--- config.mk ---
export PLATFORM = sky130hd
export DESIGN_NAME = condicionador_botoes
export DESIGN_NICKNAME = d
export VERILOG_FILES = /design/src/rtl/condicionador_botoes_pkg.sv /design/src/rtl/condicionador_botoes_debouncer_botao.sv /design/src/rtl/condicionador_botoes.sv
export SDC_FILE = /design/constraint.sdc
export NUM_CORES = 1
export LEC_CHECK = 0
export BUFFER_PORTS_ARGS = -buffer_cell sky130_fd_sc_hd__buf_4
export CORE_UTILIZATION = 50
export CTS_CLUSTER_SIZE = 8
export DETAILED_ROUTE_END_ITERATION = 10
export MAX_ROUTING_LAYER = met4
export PLACE_DENSITY = 0.66
export SLEW_MARGIN = 15
export SYNTH_ARGS = -nofsm -noshare
export SYNTH_HDL_FRONTEND = slang
export SYNTH_SLANG_ARGS = --single-unit
--- constraint.sdc ---
create_clock -name clock -period 5.42 [get_ports clock]
set_input_delay 1.084 -clock clock [delete_from_list [all_inputs] [get_ports clock]]
set_output_delay 1.084 -clock clock [all_outputs]
set_load 0.02 [all_outputs]
--- src/rtl/condicionador_botoes_pkg.sv ---
// -----------------------------------------------------------------------------
// condicionador_botoes_pkg
//
// Shared definitions for the score input path of one team:
//   - FSM state encoding of the button conditioner (IDLE/EMIT/WAIT_REL)
//   - point codes carried on somaBTNs, also decoded by the score accumulator
//   - default debounce timing (10 ms at 50 MHz)
//   - priority encoder turning a set of button flags into one point code
// -----------------------------------------------------------------------------
package condicionador_botoes_pkg;

    // Conditioner FSM states. Values are fixed so external observers of the
    // state (and the accumulator documentation) can rely on them.
    typedef enum logic [1:0] {
        ST_IDLE     = 2'd0,
        ST_EMIT     = 2'd1,
        ST_WAIT_REL = 2'd2
    } estado_e;

    // Point codes presented on somaBTNs. PTS_0 is the idle value.
    localparam logic [1:0] PTS_0 = 2'b00;
    localparam logic [1:0] PTS_1 = 2'b01;
    localparam logic [1:0] PTS_2 = 2'b10;
    localparam logic [1:0] PTS_3 = 2'b11;

    // Default debounce window: 500000 cycles = 10 ms at 50 MHz.
    localparam int DEBOUNCE_CYCLES_DEF = 500000;
    localparam int CNT_W_DEF           = 20;

    // Index of each input inside the 4-bit conditioned vector.
    localparam int IDX_BTN1  = 0;
    localparam int IDX_BTN2  = 1;
    localparam int IDX_BTN3  = 2;
    localparam int IDX_CHAVE = 3;
    localparam int N_ENTRADAS = 4;

    // Highest pressed button wins: +3 over +2 over +1. An empty set yields
    // PTS_0 so the caller can use the result unconditionally.
    function automatic logic [1:0] codigo_pts(input logic [2:0] botoes);
        logic [1:0] codigo;
        codigo = PTS_0;
        if (botoes[2]) begin
            codigo = PTS_3;
        end else if (botoes[1]) begin
            codigo = PTS_2;
        end else if (botoes[0]) begin
            codigo = PTS_1;
        end
        return codigo;
    endfunction

endpackage

--- src/rtl/condicionador_botoes_debouncer_botao.sv ---
// -----------------------------------------------------------------------------
// condicionador_botoes_debouncer_botao
//
// Conditions one raw board input:
//   1. two-flop synchronizer (metastability),
//   2. polarity normalisation (1 = pressed/asserted afterwards),
//   3. debounce: the debounced level only follows the synchronized value
//      after DEBOUNCE_CYCLES consecutive cycles of disagreement,
//   4. registered rise flag, high for one cycle after the debounced level
//      goes 0 -> 1.
//
// Ports
//   clock    in  1  system clock, rising edge
//   clr      in  1  asynchronous reset, active low
//   raw_i    in  1  raw board input (polarity set by ACTIVE_LOW)
//   level_o  out 1  debounced, normalised level
//   rise_o   out 1  one-cycle pulse, one cycle after level_o rises
// -----------------------------------------------------------------------------
module condicionador_botoes_debouncer_botao #(
    parameter int DEBOUNCE_CYCLES = 500000,
    parameter int CNT_W           = 20,
    parameter bit ACTIVE_LOW      = 1'b1
) (
    input  logic clock,
    input  logic clr,
    input  logic raw_i,
    output logic level_o,
    output logic rise_o
);

    // A counter that cannot hold DEBOUNCE_CYCLES-1 would never accept a change.
    if ((64'd1 << CNT_W) <= 64'(DEBOUNCE_CYCLES)) begin : g_cnt_w_check
        $error("CNT_W too small for DEBOUNCE_CYCLES");
    end

    // Raw level that means "released": the synchronizer resets to it so the
    // normalised value starts at 0 and nothing is seen as a press on reset.
    localparam logic RAW_SOLTO = ACTIVE_LOW;
    localparam logic [CNT_W-1:0] CNT_MAX = CNT_W'(DEBOUNCE_CYCLES - 1);

    logic             sync1_q, sync2_q;
    logic             norm;
    logic [CNT_W-1:0] cnt_q, cnt_d;
    logic             level_q, level_d;
    logic             prev_q;
    logic             rise_q, rise_d;

    assign norm = ACTIVE_LOW ? ~sync2_q : sync2_q;

    always_ff @(posedge clock or negedge clr) begin
        if (!clr) begin
            sync1_q <= RAW_SOLTO;
            sync2_q <= RAW_SOLTO;
        end else begin
            sync1_q <= raw_i;
            sync2_q <= sync1_q;
        end
    end

    // The counter measures how long the synchronized value has disagreed
    // with the accepted level; any agreeing cycle restarts the window, so a
    // glitch shorter than the window never reaches level_q.
    always_comb begin
        cnt_d   = cnt_q;
        level_d = level_q;
        if (norm == level_q) begin
            cnt_d = '0;
        end else if (cnt_q == CNT_MAX) begin
            level_d = norm;
            cnt_d   = '0;
        end else begin
            cnt_d = cnt_q + 1'b1;
        end
    end

    assign rise_d = level_q & ~prev_q;

    always_ff @(posedge clock or negedge clr) begin
        if (!clr) begin
            cnt_q   <= '0;
            level_q <= 1'b0;
            prev_q  <= 1'b0;
            rise_q  <= 1'b0;
        end else begin
            cnt_q   <= cnt_d;
            level_q <= level_d;
            prev_q  <= level_q;
            rise_q  <= rise_d;
        end
    end

    assign level_o = level_q;
    assign rise_o  = rise_q;

endmodule

--- src/rtl/condicionador_botoes.sv ---
// -----------------------------------------------------------------------------
// condicionador_botoes
//
// Input stage of one team's score path. Three raw push buttons (+1, +2, +3)
// and the add/subtract switch are synchronized and debounced; an FSM then
// emits exactly one single-cycle point code per physical press and keeps the
// switch level frozen while a press is in flight, so the score accumulator
// always sees a consistent (code, chaveNP) pair.
//
// Ports
//   clock        in  1  system clock, rising edge
//   clr          in  1  asynchronous reset, active low
//   btn_raw      in  3  raw buttons: [0]=+1, [1]=+2, [2]=+3
//   chaveNP_raw  in  1  raw add/subtract switch (asserted = subtract)
//   somaBTNs     out 2  point code, non-zero one cycle per press
//   chaveNP      out 1  debounced switch, constant while a press is in flight
//   busy         out 1  high in EMIT or WAIT_REL
//
// FSM
//   IDLE     : track the switch; on any debounced button rise latch the
//              highest-value code and go to EMIT.
//   EMIT     : code visible for this cycle only; go to WAIT_REL.
//   WAIT_REL : wait for all three buttons released, then IDLE. Further
//              presses while waiting are ignored (no auto-repeat, no
//              secondary codes).
// -----------------------------------------------------------------------------
module condicionador_botoes
    import condicionador_botoes_pkg::*;
#(
    parameter int DEBOUNCE_CYCLES = DEBOUNCE_CYCLES_DEF,
    parameter int CNT_W           = CNT_W_DEF,
    parameter bit BTN_ACTIVE_LOW  = 1'b1
) (
    input  logic       clock,
    input  logic       clr,
    input  logic [2:0] btn_raw,
    input  logic       chaveNP_raw,
    output logic [1:0] somaBTNs,
    output logic       chaveNP,
    output logic       busy
);

    logic [N_ENTRADAS-1:0] raw_vec;
    logic [N_ENTRADAS-1:0] nivel;
    logic [N_ENTRADAS-1:0] subida;

    assign raw_vec = {chaveNP_raw, btn_raw};

    for (genvar i = 0; i < N_ENTRADAS; i++) begin : g_entrada
        condicionador_botoes_debouncer_botao #(
            .DEBOUNCE_CYCLES (DEBOUNCE_CYCLES),
            .CNT_W           (CNT_W),
            .ACTIVE_LOW      (BTN_ACTIVE_LOW)
        ) u_deb (
            .clock   (clock),
            .clr     (clr),
            .raw_i   (raw_vec[i]),
            .level_o (nivel[i]),
            .rise_o  (subida[i])
        );
    end

    // Only the level of the switch matters; its rise flag has no consumer.
    logic unused_sw_rise;
    assign unused_sw_rise = subida[IDX_CHAVE];

    logic [2:0] btn_nivel;
    logic [2:0] btn_subida;
    assign btn_nivel  = nivel[IDX_BTN3:IDX_BTN1];
    assign btn_subida = subida[IDX_BTN3:IDX_BTN1];

    estado_e    state_q, state_d;
    logic [1:0] soma_q, soma_d;
    logic       chave_q, chave_d;

    // Next state and registered outputs. soma_d defaults to idle so the code
    // can only ever be non-zero for the single cycle spent in EMIT.
    always_comb begin
        state_d = state_q;
        soma_d  = PTS_0;
        chave_d = chave_q;
        unique case (state_q)
            ST_IDLE: begin
                chave_d = nivel[IDX_CHAVE];
                if (|btn_subida) begin
                    soma_d  = codigo_pts(btn_subida);
                    state_d = ST_EMIT;
                end
            end
            ST_EMIT: begin
                state_d = ST_WAIT_REL;
            end
            ST_WAIT_REL: begin
                if (btn_nivel == 3'b000) begin
                    state_d = ST_IDLE;
                end
            end
            default: begin
                state_d = ST_IDLE;
            end
        endcase
    end

    always_ff @(posedge clock or negedge clr) begin
        if (!clr) begin
            state_q <= ST_IDLE;
            soma_q  <= PTS_0;
            chave_q <= 1'b0;
        end else begin
            state_q <= state_d;
            soma_q  <= soma_d;
            chave_q <= chave_d;
        end
    end

    assign somaBTNs = soma_q;
    assign chaveNP  = chave_q;
    assign busy     = (state_q != ST_IDLE);

endmodule

==> results.toml <==
[yosys]
postSynthNetCount = 477
ys_async_sr_fraction = 1.00
synth_top_area_cell = "dfrtp_1"
avgSynthCellArea_um2 = 10.2
synth_warnings = 0
synth.top_cell.area_share = 0.500
synth_common_cells = "95 x dfrtp_1, 75 x nor2_1, 40 x xnor2_1"
synth_edf_count = 0
synth.most_common_cell = "dfrtp_1"
synth_ff_type = "dfrtp_1"
synthDistinctLibCells = 39
ys_top_cells_by_area = "dfrtp_1 50%, xnor2_1 7.4%, nor2_1 5.9%"
syn-instance-count = 467
seq_area_frac_synth = 0.544
syn-cell-area_um2 = 4750
synth_seq_cells = 103

[sta]
setup_tns_ns = 0
rsz0062_at_grt = "no"
finalSetupViolations = 0
period_needed_ns = 2.36
clock.fmax_mhz = 424
finalCritPeriodShare = 0.435
slew_violations = 0
skew_ns = 0.00851
holdWs_ns = 0.356
worstMarginPinSlew_ns = 0.868
relSlewSlack = 0.421
hold_viol = 0

[worst_hold_path]
hold_end = "g_entrada[3].u_deb.sync2_q"
hold_depth = 0
hp-start = "g_entrada[3].u_deb.sync1_q"
min_path_type = "reg -> reg"

[cts]
cts_sinks = 103
clock_latency_ns = 0.36
cts_inserted_buffers = 9
postCtsHoldBufs = 0
cts-resized-gates = 0
cts_root_buffer = "clkbuf_8"
htreeDepth = 3
cts_buffer_depth = 2
cts_tree = "done"
cts_setup_buffers = 0
path_clk_slew_ns = 0.10

[status]
outcome = "complete, no violations"

[critical_path]
arrival_ns = 1.27
critPathCaptureType = "output port"
max_stage_delay_ns = 0.41
worst_r2r_endpoint = "g_entrada[0].u_deb.cnt_q[10]"
r2r-start = "g_entrada[0].u_deb.cnt_q[0]"
worstPathMaxFanout = 3
crit_path_top_delay_cell = "dfrtp_1"
cp_top_family = "flip-flops"
path_buf_inv = 2
r2r_cells = 5
crit_type = "reg -> out"
r2r_slack_ns = 3.26
critPathLaunchType = "flop"
cp.required_ns = 4.34
crit_chain = "nor2_1 -> inv_1 -> buf_4"

[detailed_routing]
drt_wl_total_um = 8180
met1_length_um = 4180
viasPerCell = 5.43
wl_per_cell_um = 13.3
drc = 0
wl_met2_um = 3700
wl_met3_um = 203
first_iter_violations = 119
drtPass1Iterations = 4
top_layer = "met4"
vias = 3338
ant_nets = 0

[floorplan]
ios = 10
die-area_um2 = 9900
rows = 35
die_height_um = 99.5
die_width_um = 99.5
core_area_um2 = 9240
start_util = 0.514

[global_routing]
grt_antenna_before_repair = 0
grt_start_max_net_pins = 73
first_global_vias = 3145
grt_pass1_wl_um = 14500
grt-ovfl-total = 0
groute.usage.overall = 0.188

[power]
seqPwrFrac = 0.614
irDropWorstVdd_v = 0.000163
power.density_nw_per_um2 = 250
power_mw = 1.29
pwr-share-clk = 0.352
p_switching_mw = 0.302
p_leak_nw = 2.05
p_int_mw = 0.987
sw_frac_of_total = 0.234
combPwrFrac = 0.034

[cells_and_area]
drive_above_1_share = 0.0905
syn_to_final_growth_pct = 8.34
nets = 491
design_area_um2 = 5150
antenna_cells = 0
stdcell_count = 615

[placement]
hpwl_um = 5460
gp_congestion = 0.788
dpl_cell_area_um2 = 4960
dp_cells = 599
io_buffers = 9

[flow_run]
max_cap_viol_count = 0
[how the worst max path moves through the flow]
stage / startpoint / to / cells after the start
floorplan: g_entrada[2].u_deb.cnt_q[0] / g_entrada[2].u_deb.cnt_q[16] / 6
global placement: clr / g_entrada[0].u_deb.sync2_q / 2
detailed placement: clr / g_entrada[0].u_deb.sync1_q / 2
CTS: state_q[1] / busy / 3
global route: state_q[1] / busy / 3
finish: state_q[1] / busy / 3
[cell type report]
type / count / area, µm²
clock inverters: 4 / 30.0
repair buffers: 13 / 97.6
clock buffers: 12 / 155
well taps: 129 / 161
multi-input cells: 334 / 2040
fillers: 808 / 4090
flip-flops and latches: 103 / 2590
inverters: 20 / 75.1
[state kept, by name, indices dropped and copies added, names as in the netlist]
name	count
g_entrada.u_deb.sync1_q	4
somaBTNs	2
state_q	2
g_entrada.u_deb.cnt_q	80
g_entrada.u_deb.prev_q	3
chaveNP	1
g_entrada.u_deb.rise_o	3
g_entrada.u_deb.level_o	4
g_entrada.u_deb.sync2_q	4
[power groups by stage]
stage | clock network (mW) | logic (mW) | registers [mW]
2_1_floorplan | 0 | 0.0225 | 0.803
3_3_place_gp | 0 | 0.0444 | 0.805
3_5_place_dp | 0 | 0.0458 | 0.806
4_1_cts | 0.472 | 0.0459 | 0.791
5_1_grt | 0.500 | 0.0514 | 0.793
6_report | 0.454 | 0.0439 | 0.791
[stage by stage]
stage,worst slack [ns],utilization
floorplan,3.47,-
global placement,3.17,0.537
detailed placement,3.13,0.537
CTS,3.05,0.557
global route,2.98,0.557
finish,3.06,0.557
[routing by layer]
layer / GRT usage / up-vias
met5: - / -
met4: 0.0588 / 0
met2: 0.280 / 37
met1: 0.256 / 1625
li1: - / 1665
met3: 0.0443 / 11
[cell usage in the layout (no fill, tap or decap), drive strengths merged, types with 2 or more instances in the layout]
master,n
clkinv,3
nand2,22
o21bai,2
dfrtp,95
buf,13
xor2,18
nor3,12
nor4bb,2
o21ai,13
dfstp,8
and4,4
nor2,75
mux2i,2
nand4,21
nor2b,2
or4,14
clkbuf,12
nor4b,5
a21oi,19
xnor2,40
or3,11
inv,20
or2,4
nand3,28
nor4,16
o31ai,13
ha,4
[cell families after synthesis]
group / synth area share
AND/OR/NAND/NOR: 0.243
flip-flops: 0.544
XOR/XNOR: 0.107
AO/OA/AOI/OAI: 0.0626
buffers and inverters: 0.0258
adder cells (fa/ha/maj): 0.0105
multiplexers: 0.00658
[worst register-to-register path: stages (launching register included)]
cell,delay (ns)
dfrtp_1,0.42
ha_1,0.23
nand4_1,0.28
nand3b_1,0.34
o21bai_2,0.59
nor2_1,0.15
Note: power is estimated with default switching activity, not from simulation.
